**config.mk**
```make
export PLATFORM = sky130hd
export DESIGN_NAME = frame_config_loader
export DESIGN_NICKNAME = d
export VERILOG_FILES = /design/src/rtl/frame_config_loader.sv
export SDC_FILE = /design/constraint.sdc
export NUM_CORES = 1
export LEC_CHECK = 0
export BUFFER_PORTS_ARGS = -buffer_cell sky130_fd_sc_hd__buf_4
export CORE_AREA = 10 10 89 91
export CTS_CLUSTER_SIZE = 12
export DETAILED_ROUTE_END_ITERATION = 10
export DIE_AREA = 0 0 99 101
export HOLD_SLACK_MARGIN = 0.05
export MAX_ROUTING_LAYER = met4
export PLACE_DENSITY = 0.76
export SYNTH_ARGS = -nofsm -noshare
export SYNTH_HDL_FRONTEND = slang
export SYNTH_SLANG_ARGS = --single-unit
```
**constraint.sdc**
```tcl
create_clock -name CLK -period 2.54 [get_ports CLK]
set_clock_uncertainty 0.2 [all_clocks]
set_input_delay 0.254 -clock CLK [delete_from_list [all_inputs] [get_ports CLK]]
set_output_delay 0.254 -clock CLK [all_outputs]
set_load 0.1 [all_outputs]
```
**src/rtl/frame_config_loader.sv**
```systemverilog
// Column config frame loader: hunts for SYNC, parses frame packets and drives FrameData/FrameStrobe.
// Optional frame_count port and counter when FRAME_COUNT_EN is defined.
module frame_config_loader #(
    parameter int unsigned MAX_FRAMES_PER_COL = 20,
    parameter int unsigned FRAME_BITS_PER_ROW = 32,
    parameter int unsigned NUM_ROWS           = 1,
    parameter logic [7:0]  COL_ID             = 8'd0
) (
    input  logic                                   CLK,
    input  logic                                   resetn,
    input  logic [FRAME_BITS_PER_ROW-1:0]          s_data,
    input  logic                                   s_valid,
    output logic                                   s_ready,
    output logic [NUM_ROWS*FRAME_BITS_PER_ROW-1:0] FrameData,
    output logic [MAX_FRAMES_PER_COL-1:0]          FrameStrobe,
    output logic                                   sync_ok,
    output logic                                   busy,
    output logic                                   err
`ifdef FRAME_COUNT_EN
    ,
    output logic [15:0]                            frame_count
`endif
);

    localparam logic [FRAME_BITS_PER_ROW-1:0] SyncWord   = 32'hFAB0_FAB1;
    localparam logic [FRAME_BITS_PER_ROW-1:0] DesyncWord = 32'hFAB0_0000;
    localparam int unsigned RowW = (NUM_ROWS > 1) ? $clog2(NUM_ROWS) : 1;

    typedef enum logic [2:0] {
        StHunt,
        StHdr,
        StData,
        StSetup,
        StStrobe,
        StHold
    } stateT;

    stateT stateQ, stateD;

    logic [NUM_ROWS*FRAME_BITS_PER_ROW-1:0] frameDataQ, frameDataD;
    logic [MAX_FRAMES_PER_COL-1:0]          strobeQ, strobeD;
    logic [7:0]                             colQ, colD;
    logic [7:0]                             idxQ, idxD;
    logic [RowW-1:0]                        rowQ, rowD;
    logic                                   readyQ, readyD;
    logic                                   syncOkQ, syncOkD;
    logic                                   errQ, errD;

    logic handshake;
    logic isSync;
    logic isDesync;
    logic markerOk;
    logic colMatch;
    logic idxOk;
    logic writeDue;
    logic lastRow;

    assign handshake = s_valid & readyQ;
    assign isSync    = (s_data == SyncWord);
    assign isDesync  = (s_data == DesyncWord);
    assign markerOk  = (s_data[31:24] == 8'hA5);
    assign colMatch  = (colQ == COL_ID);
    assign idxOk     = (32'(idxQ) < MAX_FRAMES_PER_COL);
    assign writeDue  = colMatch & idxOk;
    assign lastRow   = (32'(rowQ) == NUM_ROWS - 1);

    // State register
    always_ff @(posedge CLK or negedge resetn) begin
        if (!resetn) begin
            stateQ <= StHunt;
        end else begin
            stateQ <= stateD;
        end
    end

    // Next-state logic
    always_comb begin
        stateD = stateQ;
        unique case (stateQ)
            StHunt: begin
                if (handshake && isSync) stateD = StHdr;
            end
            StHdr: begin
                if (handshake && !isSync) begin
                    if (isDesync || !markerOk) stateD = StHunt;
                    else                       stateD = StData;
                end
            end
            StData: begin
                if (handshake && lastRow) stateD = writeDue ? StSetup : StHdr;
            end
            StSetup:  stateD = StStrobe;
            StStrobe: stateD = StHold;
            StHold:   stateD = StHdr;
            default:  stateD = StHunt;
        endcase
    end

    // Output and datapath next values; all outputs are registered so nothing glitches
    always_comb begin
        frameDataD = frameDataQ;
        colD       = colQ;
        idxD       = idxQ;
        rowD       = rowQ;
        syncOkD    = syncOkQ;
        errD       = errQ;
        readyD     = (stateD == StHunt) || (stateD == StHdr) || (stateD == StData);
        strobeD    = '0;
        if (stateD == StStrobe) begin
            for (int unsigned i = 0; i < MAX_FRAMES_PER_COL; i++) begin
                strobeD[i] = (32'(idxQ) == i);
            end
        end

        unique case (stateQ)
            StHunt: begin
                if (handshake && isSync) begin
                    syncOkD = 1'b1;
                    errD    = 1'b0;
                end
            end
            StHdr: begin
                if (handshake) begin
                    // A repeated SYNC keeps the state but still clears a sticky error
                    if (isSync) begin
                        errD = 1'b0;
                    end else if (isDesync) begin
                        syncOkD = 1'b0;
                    end else if (!markerOk) begin
                        errD    = 1'b1;
                        syncOkD = 1'b0;
                    end else begin
                        colD = s_data[23:16];
                        idxD = s_data[7:0];
                        rowD = '0;
                    end
                end
            end
            StData: begin
                if (handshake) begin
                    if (writeDue) begin
                        for (int unsigned r = 0; r < NUM_ROWS; r++) begin
                            if (32'(rowQ) == r) begin
                                frameDataD[r*FRAME_BITS_PER_ROW +: FRAME_BITS_PER_ROW] = s_data;
                            end
                        end
                    end
                    if (lastRow) begin
                        rowD = '0;
                        if (colMatch && !idxOk) errD = 1'b1;
                    end else begin
                        rowD = rowQ + RowW'(1);
                    end
                end
            end
            default: ;
        endcase
    end

    always_ff @(posedge CLK or negedge resetn) begin
        if (!resetn) begin
            frameDataQ <= '0;
            strobeQ    <= '0;
            colQ       <= '0;
            idxQ       <= '0;
            rowQ       <= '0;
            readyQ     <= 1'b0;
            syncOkQ    <= 1'b0;
            errQ       <= 1'b0;
        end else begin
            frameDataQ <= frameDataD;
            strobeQ    <= strobeD;
            colQ       <= colD;
            idxQ       <= idxD;
            rowQ       <= rowD;
            readyQ     <= readyD;
            syncOkQ    <= syncOkD;
            errQ       <= errD;
        end
    end

    assign s_ready     = readyQ;
    assign FrameData   = frameDataQ;
    assign FrameStrobe = strobeQ;
    assign sync_ok     = syncOkQ;
    assign err         = errQ;
    assign busy        = (stateQ != StHunt) && (stateQ != StHdr);

`ifdef FRAME_COUNT_EN
    logic [15:0] frameCountQ;

    // Saturating count of committed strobes; SYNC does not touch it
    always_ff @(posedge CLK or negedge resetn) begin
        if (!resetn) begin
            frameCountQ <= '0;
        end else if (stateQ == StStrobe && frameCountQ != 16'hFFFF) begin
            frameCountQ <= frameCountQ + 16'd1;
        end
    end

    assign frame_count = frameCountQ;
`endif

endmodule

```
==> out/results.ini <==
[setup_path]
worst-endpoint-arrival_ns=2.44
path_max_fanout=15
start_kind=input port
required_ns=2.57
reg2reg_to=FrameData[20]$_DFFE_PN0P_
r2r_cells=4
crit_path_end_kind=register
reg2reg_from=stateQ[2]$_DFF_PN0_
reg2reg_slack_ns=0.32
critPathKind=input port to register

[final_layout]
final_nets=382
final_cell_mix=buf_4, dfrtp_1, mux2_2, dlygate4sd3_1, nor2_1
drive_gt1_frac=0.4744
final_common_cell=buf_4
synthToLayoutAreaGrowth_pct=43.90
num_antenna_cells=0
fillers=456
final_cell_count_no_fill=429

[timing]
setup_violations=0
finalCritPeriodShare=0.9517
rsz0062_at_grt=no
final_hold_viol_count=0
layout_min_cycle_time_ns=2.417
slew_headroom=0.4612
whs_ns=0.1053
drv_slew=0
tightest_slew_ns=0.8082
tns_ns=0
max_freq_ghz=0.4137

[placed_design]
io_buffer_count=90
gp_congestion=0.7957
dp_cells=379
hpwlAfterDp_um=5437

[global_routing]
grt_pass1_vias=2389
grt_use_total=0.1566
antenna_found_initial=0
grt.overflow.total=0
grt_start_max_net_pins=44
grt_pass1_wl_um=12190

[routing]
routed_wl_um=7788
vias=2232
antenna_left=0
wl_per_cell_um=18.15
drc=0
drt_pass1_iterations=4
drtIter0Drc=75
viasPerCell=5.203

[clock_network]
htreeDepth=3
cts_sinks=74
clkTransAtPathRegs_ns=0.08
clockBufferDepth=2
clock_latency_ns=0.35
cts_tree=yes
root_buffer=clkbuf_8
numCtsBuffers=9

[die]
initial_utilization=0.4824
die_h_um=101
pin_count=91
num_rows=29
die-area_um2=9999
die_w_um=99
coreArea_um2=6205

[run]
cap_violations=0

[power_and_ir_drop]
power_density_nw_per_um2=566.7
p_leak_nw=2.215
vdd_ir_drop_max_v=0.0005991

[hold_path]
min_from=s_valid
hold_class=input port to register
worstHoldPathCells=3
hold_end=stateQ[0]$_DFF_PN0_

[yosys]
postSynthCellCount=216
synth_flop_cell=dfrtp_1
ys_ff_latch=74
seq_area_frac_synth=0.6187
synth_edf_count=0
ys_async_sr_fraction=1.000
syn-num-nets=251
synth.distinct_cells=34
syn-cell-area_um2=2993
avgSynthCellArea_um2=13.86
yosysWarnings=0

[run_status]
status=finished clean

where the power goes:
group | total [W] | leakage, nW | internal, W | switching (W)
sequential | 0.00121 | 1.02 | 0.00120 | 0.0000135
clock | 0.000932 | 0.0945 | 0.000480 | 0.000452
combinational | 0.000299 | 1.10 | 0.000115 | 0.000184
total | 0.00244 | 2.21 | 0.00179 | 0.000649
kinds of logic after synthesis:
logic type	Yosys count	synth area share
DFF	74	0.6187
and+or+nand+nor	74	0.1505
muxes	48	0.1931
AOI/OAI and AO/OA	11	0.02174
buffers and inverters	9	0.01588
worst max path at each step:
stage                            from                        to  slack (ns)
floorplan           s_ready$_DFF_PN0_  FrameData[0]$_DFFE_PN0P_        0.29
global placement           s_data[25]       idxQ[7]$_DFFE_PN0P_        0.31
detailed placement         s_data[25]       colQ[1]$_DFFE_PN0P_        0.27
CTS                        s_data[25]       colQ[1]$_DFFE_PN0P_        0.05
global route               s_data[25]       colQ[5]$_DFFE_PN0P_        0.07
finish                     s_data[25]       idxQ[7]$_DFFE_PN0P_        0.12
synth_stat cells (2+ instances only):
cell type | number | area share
nor3_1 | 8 | 0.013
nor4b_1 | 3 | 0.0088
nor2b_1 | 4 | 0.0084
clkbuf_1 | 2 | 0.0025
mux2_2 | 38 | 0.14
or2_2 | 3 | 0.0063
buf_2 | 5 | 0.0084
nand4_1 | 4 | 0.0084
nor2_1 | 21 | 0.026
nand2_1 | 7 | 0.0088
dfrtp_1 | 74 | 0.62
mux2_4 | 10 | 0.050
nand2b_1 | 4 | 0.0084
nor4_1 | 4 | 0.0084
o21ai_0 | 5 | 0.0084
a31oi_1 | 2 | 0.0042
nand3_1 | 2 | 0.0033
nand3b_1 | 3 | 0.0075
nand4b_1 | 2 | 0.0059
worst max-delay path: stages:
cell	delay [ns]
dlygate4sd3_1	0.54
buf_4	0.14
or4b_4	0.54
nor4b_4	0.35
nand3_4	0.14
buf_12	0.18
mux2_4	0.29
stage by stage:
stage / worst slack, ns / total power, W / cell area, µm² / util
3_3_place_gp: 0.3070 / 0.001487 / 3752 / 0.6048
6_report: 0.1226 / 0.002441 / 4307 / 0.6941
3_5_place_dp: 0.2679 / 0.001492 / 3752 / 0.6048
2_1_floorplan: 0.2949 / 0.001373 / 2994 / -
4_1_cts: 0.04791 / 0.002450 / 4287 / 0.6909
5_1_grt: 0.07309 / 0.002513 / 4307 / 0.6941
registers in the layout (all words and copies together) (netlist names):
signal,count
FrameStrobe,20
colQ,8
idxQ,8
FrameData,32
sync_ok,1
s_ready,1
err,1
stateQ,3
cell type report:
class	instances	area, µm²	share of cell area
Sequential cell	74	1853	0.4303
Multi-Input combinational cell	133	1094	0.2539
Timing Repair Buffer	128	1056	0.2452
Clock buffer	10	137.6	0.03196
Tap cell	77	96.34	0.02237
Clock inverter	6	66.31	0.01540
Inverter	1	3.754	0.0008716
timing repair:
item	4_1_cts	5_1_grt
hold endpoints to repair	89	0
endpoints found under the setup margin	0	1
gates resized for setup	0	0
buffers inserted	0	1
hold buffers	33	0
layer usage:
| metal | global-route usage | wire [µm] | share of wire | up-vias |
|---|---|---|---|---|
| li1 | - | - | - | 1030 |
| met2 | 0.2505 | 3831 | 0.49 | 74 |
| met5 | - | 0 | 0 | - |
| met3 | 0.05693 | 490 | 0.063 | 8 |
| met1 | 0.1793 | 3387 | 0.43 | 1120 |
| met4 | 0.05072 | 78 | 0.010 | 0 |
Power figures use the tool's default switching activity.
